[src/rtl/addsub_io_pkg.sv]
// Shared definitions for the add/sub operand front-end: operand widths,
// switch-bus packing and the capture FSM state type.
package addsub_io_pkg;

  localparam int unsigned OPERAND_W = 4;
  localparam int unsigned SW_BUS_W  = 2 * OPERAND_W + 1;

  typedef enum logic [1:0] {
    IDLE,
    LOAD,
    WAIT_REL
  } capture_state_t;

  // Switch bus packing is {A, B, Sub}, MSB first.
  function automatic logic [SW_BUS_W-1:0] pack_sw(
    input logic [OPERAND_W-1:0] a,
    input logic [OPERAND_W-1:0] b,
    input logic                 sub
  );
    return {a, b, sub};
  endfunction

endpackage

[src/rtl/debounce_filter.sv]
// Synchroniser plus word-wide debouncer for a WIDTH-bit asynchronous bus.
// The whole bus is treated as one word: any bit changing restarts the count.
// o_valid rises the first time a word is accepted after reset, letting the
// consumer tell a debounced 0 apart from the reset value.
module debounce_filter #(
  parameter int unsigned WIDTH           = 1,
  parameter int unsigned DEBOUNCE_CYCLES = 1_000_000,
  parameter int unsigned SYNC_STAGES     = 2
) (
  input  logic             i_clk,
  input  logic             i_rst_n,
  input  logic [WIDTH-1:0] i_raw,
  output logic [WIDTH-1:0] o_stable,
  output logic             o_valid
);

  localparam int unsigned CNT_W = (DEBOUNCE_CYCLES > 1) ? $clog2(DEBOUNCE_CYCLES) : 1;
  localparam logic [CNT_W-1:0] CNT_MAX = CNT_W'(DEBOUNCE_CYCLES - 1);

  logic [WIDTH-1:0] r_sync [SYNC_STAGES];
  logic [WIDTH-1:0] w_synced;
  logic [WIDTH-1:0] r_cand;
  logic [CNT_W-1:0] r_cnt;
  logic [WIDTH-1:0] r_stable;
  logic             r_valid;

  assign w_synced = r_sync[SYNC_STAGES-1];
  assign o_stable = r_stable;
  assign o_valid  = r_valid;

  // Multi-stage synchroniser for the raw asynchronous inputs.
  always_ff @(posedge i_clk or negedge i_rst_n) begin
    if (!i_rst_n) begin
      for (int unsigned i = 0; i < SYNC_STAGES; i++) r_sync[i] <= '0;
    end else begin
      r_sync[0] <= i_raw;
      for (int unsigned i = 1; i < SYNC_STAGES; i++) r_sync[i] <= r_sync[i-1];
    end
  end

  // Candidate/counter debounce; counter saturates once the word is accepted.
  always_ff @(posedge i_clk or negedge i_rst_n) begin
    if (!i_rst_n) begin
      r_cand   <= '0;
      r_cnt    <= '0;
      r_stable <= '0;
      r_valid  <= 1'b0;
    end else if (w_synced != r_cand) begin
      r_cand <= w_synced;
      r_cnt  <= '0;
    end else if (r_cnt == CNT_MAX) begin
      r_stable <= r_cand;
      r_valid  <= 1'b1;
    end else begin
      r_cnt <= r_cnt + 1'b1;
    end
  end

endmodule

[src/rtl/addsub_operand_capture.sv]
// Operand capture front-end for the 4-bit add/sub display wrapper.
// Debounces switches and the LOAD button, latches {A,B,Sub} on a clean press
// and flags (LED_dirty) when the switches differ from the latched operands.
// Build option: define AUTO_LOAD_EN to bypass the button and reload the
// operands whenever the debounced switch word changes.
module addsub_operand_capture
  import addsub_io_pkg::*;
#(
  parameter int unsigned DEBOUNCE_CYCLES = 1_000_000,
  parameter int unsigned SYNC_STAGES     = 2
) (
  input  logic                 clk_main,
  input  logic                 reset_n,
  input  logic [OPERAND_W-1:0] sw_A,
  input  logic [OPERAND_W-1:0] sw_B,
  input  logic                 sw_Sub,
  input  logic                 btn_load,
  output logic [OPERAND_W-1:0] A,
  output logic [OPERAND_W-1:0] B,
  output logic                 Sub,
  output logic                 load_strobe,
  output logic                 LED_dirty
);

  logic [SW_BUS_W-1:0]  w_sw_raw;
  logic [SW_BUS_W-1:0]  w_sw_stable;
  logic [SW_BUS_W-1:0]  w_captured;
  logic                 w_unused_sw_valid;
  logic [OPERAND_W-1:0] r_A;
  logic [OPERAND_W-1:0] r_B;
  logic                 r_Sub;
  logic                 r_strobe;
  logic                 r_dirty;

  assign w_sw_raw    = pack_sw(sw_A, sw_B, sw_Sub);
  assign w_captured  = pack_sw(r_A, r_B, r_Sub);
  assign A           = r_A;
  assign B           = r_B;
  assign Sub         = r_Sub;
  assign load_strobe = r_strobe;
  assign LED_dirty   = r_dirty;

  debounce_filter #(
    .WIDTH          (SW_BUS_W),
    .DEBOUNCE_CYCLES(DEBOUNCE_CYCLES),
    .SYNC_STAGES    (SYNC_STAGES)
  ) u_sw_db (
    .i_clk   (clk_main),
    .i_rst_n (reset_n),
    .i_raw   (w_sw_raw),
    .o_stable(w_sw_stable),
    .o_valid (w_unused_sw_valid)
  );

`ifdef AUTO_LOAD_EN

  logic w_unused_btn;
  assign w_unused_btn = btn_load;

  // Reload operands the cycle after the debounced switch word moves away from them.
  always_ff @(posedge clk_main or negedge reset_n) begin
    if (!reset_n) begin
      r_A      <= '0;
      r_B      <= '0;
      r_Sub    <= 1'b0;
      r_strobe <= 1'b0;
    end else if (w_sw_stable != w_captured) begin
      {r_A, r_B, r_Sub} <= w_sw_stable;
      r_strobe          <= 1'b1;
    end else begin
      r_strobe <= 1'b0;
    end
  end

  // Operands always track the switches here, so nothing is ever dirty.
  always_ff @(posedge clk_main or negedge reset_n) begin
    if (!reset_n) r_dirty <= 1'b0;
    else          r_dirty <= 1'b0;
  end

`else

  capture_state_t r_state;
  logic [0:0]     w_btn_stable;
  logic           w_btn_valid;
  logic           r_armed;

  debounce_filter #(
    .WIDTH          (1),
    .DEBOUNCE_CYCLES(DEBOUNCE_CYCLES),
    .SYNC_STAGES    (SYNC_STAGES)
  ) u_btn_db (
    .i_clk   (clk_main),
    .i_rst_n (reset_n),
    .i_raw   (btn_load),
    .o_stable(w_btn_stable),
    .o_valid (w_btn_valid)
  );

  // Arm only after a genuinely debounced release, so a press held through reset is ignored.
  always_ff @(posedge clk_main or negedge reset_n) begin
    if (!reset_n)                         r_armed <= 1'b0;
    else if (w_btn_valid && !w_btn_stable[0]) r_armed <= 1'b1;
  end

  // Capture FSM. Operands and strobe are registered on the transition into
  // LOAD, so they become visible together during the LOAD cycle.
  always_ff @(posedge clk_main or negedge reset_n) begin
    if (!reset_n) begin
      r_state  <= IDLE;
      r_A      <= '0;
      r_B      <= '0;
      r_Sub    <= 1'b0;
      r_strobe <= 1'b0;
    end else begin
      unique case (r_state)
        IDLE: begin
          r_strobe <= 1'b0;
          if (w_btn_stable[0] && r_armed) begin
            {r_A, r_B, r_Sub} <= w_sw_stable;
            r_strobe          <= 1'b1;
            r_state           <= LOAD;
          end
        end
        LOAD: begin
          r_strobe <= 1'b0;
          r_state  <= WAIT_REL;
        end
        WAIT_REL: begin
          r_strobe <= 1'b0;
          if (!w_btn_stable[0]) r_state <= IDLE;
        end
        default: begin
          r_strobe <= 1'b0;
          r_state  <= IDLE;
        end
      endcase
    end
  end

  // Dirty flag: debounced switches differ from the latched operands (one-cycle lag).
  always_ff @(posedge clk_main or negedge reset_n) begin
    if (!reset_n) r_dirty <= 1'b0;
    else          r_dirty <= (w_sw_stable != w_captured);
  end

`endif

endmodule

[config.mk]
export PLATFORM = sky130hd
export DESIGN_NAME = addsub_operand_capture
export DESIGN_NICKNAME = d
export VERILOG_FILES = /design/src/rtl/addsub_io_pkg.sv /design/src/rtl/debounce_filter.sv /design/src/rtl/addsub_operand_capture.sv
export SDC_FILE = /design/constraint.sdc
export NUM_CORES = 1
export LEC_CHECK = 0
export BUFFER_PORTS_ARGS = -buffer_cell sky130_fd_sc_hd__buf_2
export CAP_MARGIN = 20
export CORE_MARGIN = 5
export CORE_UTILIZATION = 54
export CTS_CLUSTER_SIZE = 28
export DETAILED_ROUTE_END_ITERATION = 10
export GPL_TIMING_DRIVEN = 0
export PLACE_DENSITY = 0.75
export REMOVE_ABC_BUFFERS = 1
export SKIP_CTS_REPAIR_TIMING = 1
export SYNTH_ARGS = -nofsm -noshare
export SYNTH_HDL_FRONTEND = slang
export SYNTH_HIERARCHICAL = 1
export SYNTH_SLANG_ARGS = --single-unit
[constraint.sdc]
create_clock -name clk_main -period 1.8 [get_ports clk_main]
set_clock_uncertainty 0.05 [all_clocks]
set_input_delay 0.18 -clock clk_main [delete_from_list [all_inputs] [get_ports clk_main]]
set_output_delay 0.18 -clock clk_main [all_outputs]
set_load 0.05 [all_outputs]
## Yosys cells after proc, flatten, opt, wreduce, memory -nomap -nowiden

Index checks and enable logic that the tools add are counted.

| word-level totals | value |
|---|---|
| bits in registers | 95 |
| input port bits | 12 |
| output and inout port bits | 11 |
| word-level logic and storage cells | 50 |

| cells by class | value |
|---|---|
| $add $sub $neg | 2 |
| equal/unequal tests | 11 |
| muxes and demuxes | 9 |
| bitwise operators | 2 |
| reductions and logical operators | 8 |

Operator list:

| operator | number |
|---|---|
| 20-bit two-way mux | 4 |
| 20-bit by 1-bit adder with 20-bit output, second input constant | 2 |
| 20-bit equality test, second input constant | 2 |
| 9-bit != test | 2 |
| 2-bit AND reduction | 4 |
| 2-bit case mux with 3 select lines | 1 |
| 2-bit two-way mux | 2 |
| 2-bit by 1-bit != test with 1-bit output, second input constant | 2 |
| 2-bit != test, second input constant | 2 |
| 2-bit by 1-bit equality test with 1-bit output, second input constant | 1 |
| 2-bit equality test, second input constant | 1 |
| 1-bit logical AND | 2 |
| 2-bit logical NOT | 1 |
| 1-bit two-way mux | 2 |
| 1-bit NOT | 2 |
| 1-bit logical NOT | 1 |
| 1-bit != test | 1 |

## Longest topological paths before layout

Gate-level depths: netlist of run 1.

| depth | value |
|---|---|
| word-level depth | 3 |
| mapped depth | 6 |
| depth with buffers taken out | 5 |

## Cells and area by module

Netlist of run 1, hierarchy kept.

Modules (own cells, without submodules):

| module | times used | cells each | area each (µm²) | sequential area each (µm²) |
|---|---|---|---|---|
| debounce_filter (u_sw_db) | 1 | 187 | 2331.0 | 1426.4 |
| debounce_filter (u_btn_db) | 1 | 113 | 1227.4 | 625.6 |
| addsub_operand_capture | 1 | 42 | 598.1 | 350.3 |

## Least setup slack after synthesis of run 1

OpenSTA, ideal clock, no wires.

| path | value |
|---|---|
| kind | reg-to-reg |
| start | register u_btn_db.r_cnt[10] |
| end | register u_btn_db.r_cnt[13] |
| library setup time | 0.120 ns |
| arrival time | 1.655 ns |
| required time | 1.630 ns |
| slack | -0.026 ns |
| stages on the path, launching flop included | 5 |
| buffers on the path | 0 |
| clock period less this slack | 1.826 ns |
| path through | dfrtp_1 or4b_4 nor4_4 nand2_4 and3_2 |

| between the ends | value |
|---|---|
| word-level cells in the longest chain between the ends | 3 |
| elaborated cells between the ends (all ways) | 5 |
| classes of those cells | add/sub (1); eq/ne (2); mux (2) |

RTL lines:

| element | RTL line | source |
|---|---|---|
| start: declaration | debounce_filter.sv:23 | `logic [CNT_W-1:0] r_cnt;` |
| start signal: assignment | debounce_filter.sv:55 | `r_cnt <= r_cnt + 1'b1;` |
| 20-bit by 1-bit adder with 20-bit output | debounce_filter.sv:55 |  |
| 20-bit two-way mux | debounce_filter.sv:51 | `end else if (r_cnt == CNT_MAX) begin` |
| 20-bit two-way mux | debounce_filter.sv:48 | `end else if (w_synced != r_cand) begin` |

Parallel ways exist; a longest one is shown, timed or not. The select of a mux whose other input is x is not followed.
A chain may end at the register's enable or synchronous reset.

## Worst setup path in the final report of run 1

| path | value |
|---|---|
| start | register u_btn_db.r_cnt[15] |
| end | register u_btn_db.r_cnt[13] |

| between the ends | value |
|---|---|
| word-level cells in the longest chain between the ends | 2 |

RTL lines:

| element | RTL line |
|---|---|
| 20-bit equality test | debounce_filter.sv:51 |
| 2-bit by 1-bit != test with 1-bit output (no source line) | - |

Every way passes these cells.

==> results of run 1 <==
==> power by group through the flow <==
stage               combinational (uW)  clock [uW]  sequential (uW)
floorplan                         53.3           0             2240
global placement                   117           0             2250
detailed placement                 131           0             2250
CTS                                133        1300             2210
global route                       209        1400             2220
finish                             182        1260             2220
==> sequential cells by signal (all words and copies together), names as in the netlist <==
name	cells
A	4
B	4
LED_dirty	1
Sub	1
load_strobe	1
r_armed	1
r_state	2
u_btn_db/o_stable	1
u_btn_db/o_valid	1
u_btn_db/r_cand	1
u_btn_db/r_cnt	20
u_btn_db/r_sync	1
u_btn_db/w_synced	1
u_sw_db/o_stable	9
u_sw_db/r_cand	9
u_sw_db/r_cnt	20
u_sw_db/r_sync	9
u_sw_db/w_synced	9
==> per-stage QoR <==
step / worst slack, ns / hold WS, ns / cells / util, %
floorplan: -0.0256 / -0.166 / 321 / -
global placement: -0.440 / 0.238 / 442 / 58.3
detailed placement: -0.475 / 0.150 / 444 / 58.8
CTS: -0.475 / -0.247 / 459 / 61.3
global route: -0.110 / 0.312 / 482 / 66.3
finish: -0.0426 / 0.291 / 482 / 66.3
==> path summary, 6_finish.rpt <==
check                                      end  slack, ns  depth (start not counted)
min in group clk_main      u_sw_db/w_synced[4]       0.31                          0
max in group asynchronous    u_sw_db/r_cnt[15]       0.73                          3
min                                load_strobe       0.29                          2
min reg2reg                u_sw_db/w_synced[4]       0.31                          0
max reg2reg                 u_btn_db/r_cnt[13]      -0.04                          5
max                         u_btn_db/r_cnt[13]      -0.04                          5
==> routing by layer <==
| metal | GRT usage [%] | share of wire (%) | up-vias |
|---|---|---|---|
| li1 | - | - | 1310 |
| met1 | 20.9 | 45 | 1376 |
| met2 | 25.5 | 50 | 45 |
| met3 | 3.16 | 3.4 | 11 |
| met4 | 6.71 | 1.6 | 0 |
| met5 | 0 | 0 | - |
==> final cells by class <==
cell class / count / area (um^2) / area share (%)
clock inverter: 6 / 56.3 / 1.16
clock buffer: 9 / 124 / 2.55
sequential: 95 / 2380 / 49.1
multi-input combinational: 224 / 1820 / 37.4
inverter: 3 / 11.3 / 0.232
timing repair buffer: 46 / 344 / 7.08
tap: 99 / 124 / 2.55
==> critical path, stage by stage, from the launching register on <==
cell	delay [ns]
dfrtp_1	0.42
or4b_4	0.56
nor4_4	0.28
buf_6	0.17
nand2_8	0.08
and3_4	0.18
==> results.toml, run 1 <==
[status]
status = "finished with violations"
violations = "negative setup slack"

[routing]
wire_per_inst_um = 15.6
vias = 2742
detail-route-antenna-nets = 0
vias_per_cell = 5.69
drt_first_pass_iters = 4
drt-total-wl_mm = 7.52
first_iter_violations = 107
route.detailed.drc = 0

[finish]
area_growth_pct = 17.8
postLayoutCellArea_um2 = 4860
fin_nets = 393
diodes = 0
layout_commonest_cell = "dfrtp_1"
nFillCells = 520
layout_common_cells = "dfrtp_1 (89), xor2_1 (30), buf_2 (21), nor2_1 (20)"
drive_above_1_share_pct = 30.3

[power_and_ir_drop]
p_total_uw = 3660
clock_power_share_pct = 34.5
combPwrFrac_pct = 5.0
p_switching_uw = 890
power.leakage_uw = 0.00214
power.density_nw_per_um2 = 753
pwr-share-seq_pct = 60.5
irDropWorstVdd_uv = 405
swShare_pct = 24.3
p_int_uw = 2770

[place]
gp_congestion = 0.850
dpl_cell_area_um2 = 4310
portBuffers = 22
dp_hpwl_mm = 4.77

[grt]
grt_start_max_net_pins = 55
grt.total_usage_pct = 15.8
grt_pass1_vias = 2603
antenna_found_initial = 0
grt_pass1_wl_mm = 12.3
gr-total-overflow = 0

[timing]
setup_viol = 6
period_needed_ns = 1.84
worst_pin_slew_ns = 0.631
final.setup.tns_ns = -0.160
finalCritPeriodShare_pct = 102
finalHoldViolCount = 0
fmax_mhz = 543
rsz0062_at_grt = "true"
fin_ws_ns = -0.0426
finalMaxSlewViolations = 0
max-slew-margin-rel_pct = 57.6

[clock_network]
cts-buffers-inserted = 9
cts_tree = "done"
cts_root_buf = "clkbuf_8"
clock_sinks = 95
clkTransAtPathRegs_ns = 0.10
htreeDepth = 3
clockBufferDepth = 2
worst_skew_pair.late_latency_ns = 0.35

[floorplanning]
die_w_um = 97.4
initial_core_util_pct = 56.3
fp.coreArea_um2 = 7330
die-area_um2 = 9490
num_rows = 31
die_y_um = 97.4
ios = 23

[yosys]
syn-instance-count = 340
syn_area_per_cell_um2 = 12.1
syn-cell-area_um2 = 4130
yosys_warnings = 6

[setup_path]
criticalPathCategory = "register to register"
critPathLaunch = "u_btn_db/r_cnt[15]"
critPathCaptureType = "register"
cp_max_fo = 8
required_ns = 2.00
start_kind = "register"
cp.arrival_ns = 2.04
reg2reg_from = "u_btn_db/r_cnt[15]"

[job]
cap_violations = 0

[worst_hold_path]
hold_class = "input port to async pin"
No activity file was read; power rests on OpenSTA's default activity.
==> run 2: changes to the inputs <==
--- a/config.mk
+++ b/config.mk
@@ -6,10 +6,10 @@
 export NUM_CORES = 1
 export LEC_CHECK = 0
-export BUFFER_PORTS_ARGS = -buffer_cell sky130_fd_sc_hd__buf_2
 export CAP_MARGIN = 20
 export CORE_MARGIN = 5
-export CORE_UTILIZATION = 54
+export CORE_UTILIZATION = 57
 export CTS_CLUSTER_SIZE = 28
 export DETAILED_ROUTE_END_ITERATION = 10
+export DONT_BUFFER_PORTS = 1
 export GPL_TIMING_DRIVEN = 0
 export PLACE_DENSITY = 0.75
==> constraint.sdc (replaced) <==
create_clock -name clk_main -period 1.8 [get_ports clk_main]
set_clock_uncertainty 0.05 [all_clocks]
set_input_delay 0 -clock clk_main [delete_from_list [all_inputs] [get_ports clk_main]]
set_output_delay 0 -clock clk_main [all_outputs]
set_load 0.05 [all_outputs]
==> run 2 against run 1 <==
The run ends with negative hold slack, negative setup slack left. First-iteration DRC count grew 26%. Sequential cell count is the same. Utilization grew 0.35 points. Fmax shrank 2.6%. Combinational power shrank 33%. Setup slack lost 0.049 ns. Highest routed layer unchanged. Final area shrank 2.1%. Sequential power is essentially flat. Critical path type unchanged. Clock-buffer cell count grew 1. Final cell count shrank 3.3%. Largest power group unchanged.
==> results.toml, run 2 (synthesis results as in run 1) <==
[timing]
fin_ws_ns = -0.0916
max-slew-margin-rel_pct = 46.5
rsz0062_at_grt = "true"
worst_pin_slew_ns = 0.800
period_needed_ns = 1.89
whs_ns = -0.723
finalCritPeriodShare_pct = 105
setup_viol = 9
finalMaxSlewViolations = 0
fmax_mhz = 529
finalHoldViolCount = 95

[finish]
layout_commonest_cell = "dfrtp_1"
stdcell_count = 466
area_growth_pct = 15.3
diodes = 0
fin_nets = 376
layout_common_cells = "dfrtp_1 (87), xor2_1 (30), nor2_1 (20), nand2_1 (18), mux2_2 (18)"
drive_above_1_share_pct = 28.3
reg_top3 = "u_btn_db/r_cnt: 20 flops, u_sw_db/r_cnt: 20 flops"

[setup_path]
start_kind = "register"
required_ns = 2.02
cpMaxStageDelayCell = "or4b_4"
path_cells = "or4b_4, nor4_4, buf_6, nand2_8, a211oi_2"
slowest_delay_ns = 0.55
critPathCaptureType = "register"
criticalPathCategory = "register to register"
cp_max_fo = 8
path_delay_family = "simple AND/OR/NAND/NOR gates"
path_buf_inv = 1
cp.arrival_ns = 2.11

[floorplanning]
num_rows = 31
initial_core_util_pct = 57.8
ios = 23
die-area_um2 = 9040
fp.coreArea_um2 = 7140
die_y_um = 95.1
die_w_um = 95.1

[routing]
vias = 2739
wire_per_inst_um = 16.8
first_iter_violations = 135
detail-route-antenna-nets = 0
maxUsedRoutingLayer = "met4"
wl_met3_um = 350
route.detailed.drc = 0
drt_first_pass_iters = 5
vias_per_cell = 5.88
drt-total-wl_mm = 7.83
wl_met2_mm = 4.14
wl_met1_mm = 3.27

[grt]
grt_pass1_vias = 2593
grt_start_max_net_pins = 96
gr-total-overflow = 0
grt_pass1_wl_mm = 12.4
antenna_found_initial = 0
grt.total_usage_pct = 17.6

[place]
gp_congestion = 0.832
dp_hpwl_mm = 4.86
numPlacedInstances = 421
dpl_worst_slack_ns = -0.456
portBuffers = 0

[clock_network]
cts-buffers-inserted = 9
cts_root_buf = "clkbuf_8"
cts_tree = "done"
clockBufferDepth = 2
worst_skew_pair.late_latency_ns = 0.35
clkTransAtPathRegs_ns = 0.10
htreeDepth = 3
clock_sinks = 95

[worst_hold_path]
hold_class = "input port to async pin"

[status]
violations = "negative hold slack, negative setup slack"
status = "finished with violations"

[job]
cap_violations = 0

[power_and_ir_drop]
clock_power_share_pct = 34.6
swShare_pct = 23.3
irDropWorstVdd_uv = 485
p_int_uw = 2750
power.density_nw_per_um2 = 753
pwr-share-seq_pct = 62.0
power.leakage_uw = 0.00203
p_total_uw = 3580
combPwrFrac_pct = 3.4
p_switching_uw = 833
-- run 2: final cells by class --
cell class	instances	area [um^2]
Clock buffer	10	128
Clock inverter	6	43.8
Fill cell	521	2380
Inverter	3	11.3
Multi-Input combinational cell	224	1810
Sequential cell	95	2390
Tap cell	99	124
Timing Repair Buffer	29	250
-- run 2: path summary, 6_finish.rpt --
path | start | end | slack (ns) | cells after the start
max | u_btn_db/r_cnt[15] | u_btn_db/r_cnt[4] | -0.09 | 5
min | reset_n | u_btn_db/o_stable | -0.72 | 0
max reg2reg | u_btn_db/r_cnt[15] | u_btn_db/r_cnt[4] | -0.09 | 5
min reg2reg | u_sw_db/r_sync[15] | u_sw_db/w_synced[6] | 0.30 | 0
max in group asynchronous | reset_n | u_sw_db/r_cnt[12] | 2.31 | 0
min in group clk_main | btn_load | u_btn_db/r_sync[1] | 0.15 | 1
-- run 2: layer usage --
layer	vias to the layer above	GRT usage [%]
li1	1272	-
met1	1376	22.7
met4	0	6.13
met2	79	29.0
met3	12	4.50
met5	-	0
-- run 2: metrics by stage --
step	setup TNS, ns	util [%]	area, um^2	hold WS [ns]
after global placement	-7.70	58.3	4160	-0.343
final	-0.542	66.7	4760	-0.723
after detailed placement	-8.95	58.4	4170	-0.343
after global routing	-1.28	66.7	4760	-0.756
after floorplan	-0.0310	-	4040	-0.346
after CTS	-9.58	60.8	4340	-0.735
-- run 2: power groups by stage --
| stage | clock [uW] | sequential, uW | combinational [uW] |
|---|---|---|---|
| global placement | 0 | 2250 | 67.3 |
| detailed placement | 0 | 2250 | 71.7 |
| global route | 1380 | 2230 | 133 |
| floorplan | 0 | 2240 | 53.3 |
| CTS | 1280 | 2210 | 71.6 |
| finish | 1240 | 2220 | 122 |
==> run 3: changes to the inputs <==
SETUP_SLACK_MARGIN = 0.4   (was unset)
==> run 3 against run 2 <==
The flow still finishes with violations (negative hold slack, negative setup slack). First-iteration DRC count decreased by 1.5%. Clock power about the same. Utilization increased by 8.8 points. Final cell count increased by 8.4%. Setup slack improved by 0.0037 ns. Sequential share of layout area decreased by 5.5 points. Combinational power increased by 60%. Via count increased by 12%. Sequential cell count unchanged. Clock-buffer cell count unchanged. Final area increased by 13%. Fmax increased by 0.20%. Critical endpoint is now u_btn_db/r_cnt[5]. Highest routed layer unchanged.
==> results.toml, run 3 (synthesis results as in run 1) <==
[status]
status = "finished with violations"
violations = "negative hold slack, negative setup slack"

[floorplanning]
num_rows = 31
die_w_um = 95.1
fp.coreArea_um2 = 7140
ios = 23
initial_core_util_pct = 57.8
die_y_um = 95.1
die-area_um2 = 9040

[routing]
wire_per_inst_um = 19.7
route.detailed.drc = 0
drt-total-wl_mm = 9.96
maxUsedRoutingLayer = "met4"
wl_met2_mm = 5.52
first_iter_violations = 133
wl_met1_mm = 3.87
detail-route-antenna-nets = 0
drt_first_pass_iters = 4
vias = 3054
wl_met3_um = 410
vias_per_cell = 6.05

[setup_path]
critPathCaptureType = "register"
criticalPathCategory = "register to register"
cp.arrival_ns = 2.10
r2r_slack_ns = -0.09
reg2reg_from = "u_btn_db/r_cnt[15]"
cp_max_fo = 8
rr_endpoint = "u_btn_db/r_cnt[5]"
rr_worst_depth = 5
start_kind = "register"
required_ns = 2.01

[clock_network]
htreeDepth = 3
clkTransAtPathRegs_ns = 0.09
clockBufferDepth = 2
cts-buffers-inserted = 9
cts_tree = "done"
worst_skew_pair.late_latency_ns = 0.36
cts_root_buf = "clkbuf_8"
clock_sinks = 95

[job]
cap_violations = 0

[finish]
layout_commonest_cell = "dfrtp_1"
multi_input_area_um2 = 2100
nFillCells = 429
drive_above_1_share_pct = 48.3
area_growth_pct = 30.5
fin_nets = 415
diodes = 0
reg_top3 = "u_btn_db/r_cnt: 20 flops, u_sw_db/r_cnt: 20 flops"
layout_common_cells = "dfrtp_1 (71), buf_4 (42), xor2_1 (27), dfrtp_2 (24), nand2_1 (17)"
register_area_um2 = 2410

[timing]
finalMaxSlewViolations = 0
worst_pin_slew_ns = 0.675
period_needed_ns = 1.89
whs_ns = -0.717
fin_ws_ns = -0.0879
rsz0062_at_grt = "true"
setup_viol = 10
finalCritPeriodShare_pct = 105
fmax_mhz = 530
finalHoldViolCount = 95
max-slew-margin-rel_pct = 54.7

[place]
dpl_worst_slack_ns = -0.456
dp_hpwl_mm = 4.86
portBuffers = 0
gp_congestion = 0.832

[grt]
grt_pass1_vias = 2593
gr-total-overflow = 0
antenna_found_initial = 0
grt.total_usage_pct = 17.6
grt_pass1_wl_mm = 12.4
grt_start_max_net_pins = 96

[worst_hold_path]
hold_class = "input port to async pin"

[power_and_ir_drop]
pwr-share-seq_pct = 60.3
power.leakage_uw = 0.00225
p_int_uw = 2790
power.density_nw_per_um2 = 685
swShare_pct = 24.4
clock_power_share_pct = 34.4
combPwrFrac_pct = 5.3
p_switching_uw = 900
irDropWorstVdd_uv = 481
-- run 3: cell type report --
class / instances / share of cell area, %
clock buffer: 10 / 2.37
sequential: 95 / 44.7
timing repair buffer: 65 / 10.6
inverter: 3 / 0.209
multi-input combinational: 227 / 39.0
clock inverter: 6 / 0.813
tap: 99 / 2.30
-- run 3: how the worst max path moves through the flow --
stage	from	endpoint
6_report	u_btn_db/r_cnt[15]	u_btn_db/r_cnt[5]
2_1_floorplan	u_btn_db/r_cnt[10]	u_btn_db/r_cnt[13]
3_5_place_dp	u_sw_db/r_cand[3]	u_sw_db/r_cnt[5]
3_3_place_gp	u_sw_db/r_cand[3]	u_sw_db/r_cnt[5]
5_1_grt	u_btn_db/r_cnt[11]	u_btn_db/r_cnt[2]
4_1_cts	u_sw_db/r_cand[3]	u_sw_db/r_cnt[5]
-- run 3: critical path, stage by stage (launching register included) --
cell and delay, ns:
dfrtp_1 0.42, or4b_4 0.56, nor4_4 0.31, buf_6 0.17
nand2_8 0.08, a31oi_1 0.21
-- run 3: power by group through the flow --
| stage | clock network (uW) | logic, uW | registers, uW |
|---|---|---|---|
| 6_report | 1270 | 195 | 2220 |
| 5_1_grt | 1410 | 207 | 2230 |
| 4_1_cts | 1280 | 71.6 | 2210 |
| 3_5_place_dp | 0 | 71.7 | 2250 |
| 3_3_place_gp | 0 | 67.3 | 2250 |
| 2_1_floorplan | 0 | 53.3 | 2240 |
-- run 3: through the flow --
stage	std cells	TNS, ns	power (uW)	utilization, %	instance area, um^2
floorplan	321	-0.0310	2300	-	4040
global route	505	-1.90	3840	75.5	5390
finish	505	-0.666	3690	75.5	5390
global placement	420	-7.70	2320	58.3	4160
CTS	437	-9.58	3560	60.8	4340
detailed placement	421	-8.95	2330	58.4	4170
-- run 3: per-layer routing --
layer / GRT usage [%] / vias up
li1: - / 1355
met1: 22.7 / 1594
met2: 29.0 / 89
met3: 4.50 / 16
met4: 6.13 / 0
met5: 0 / -
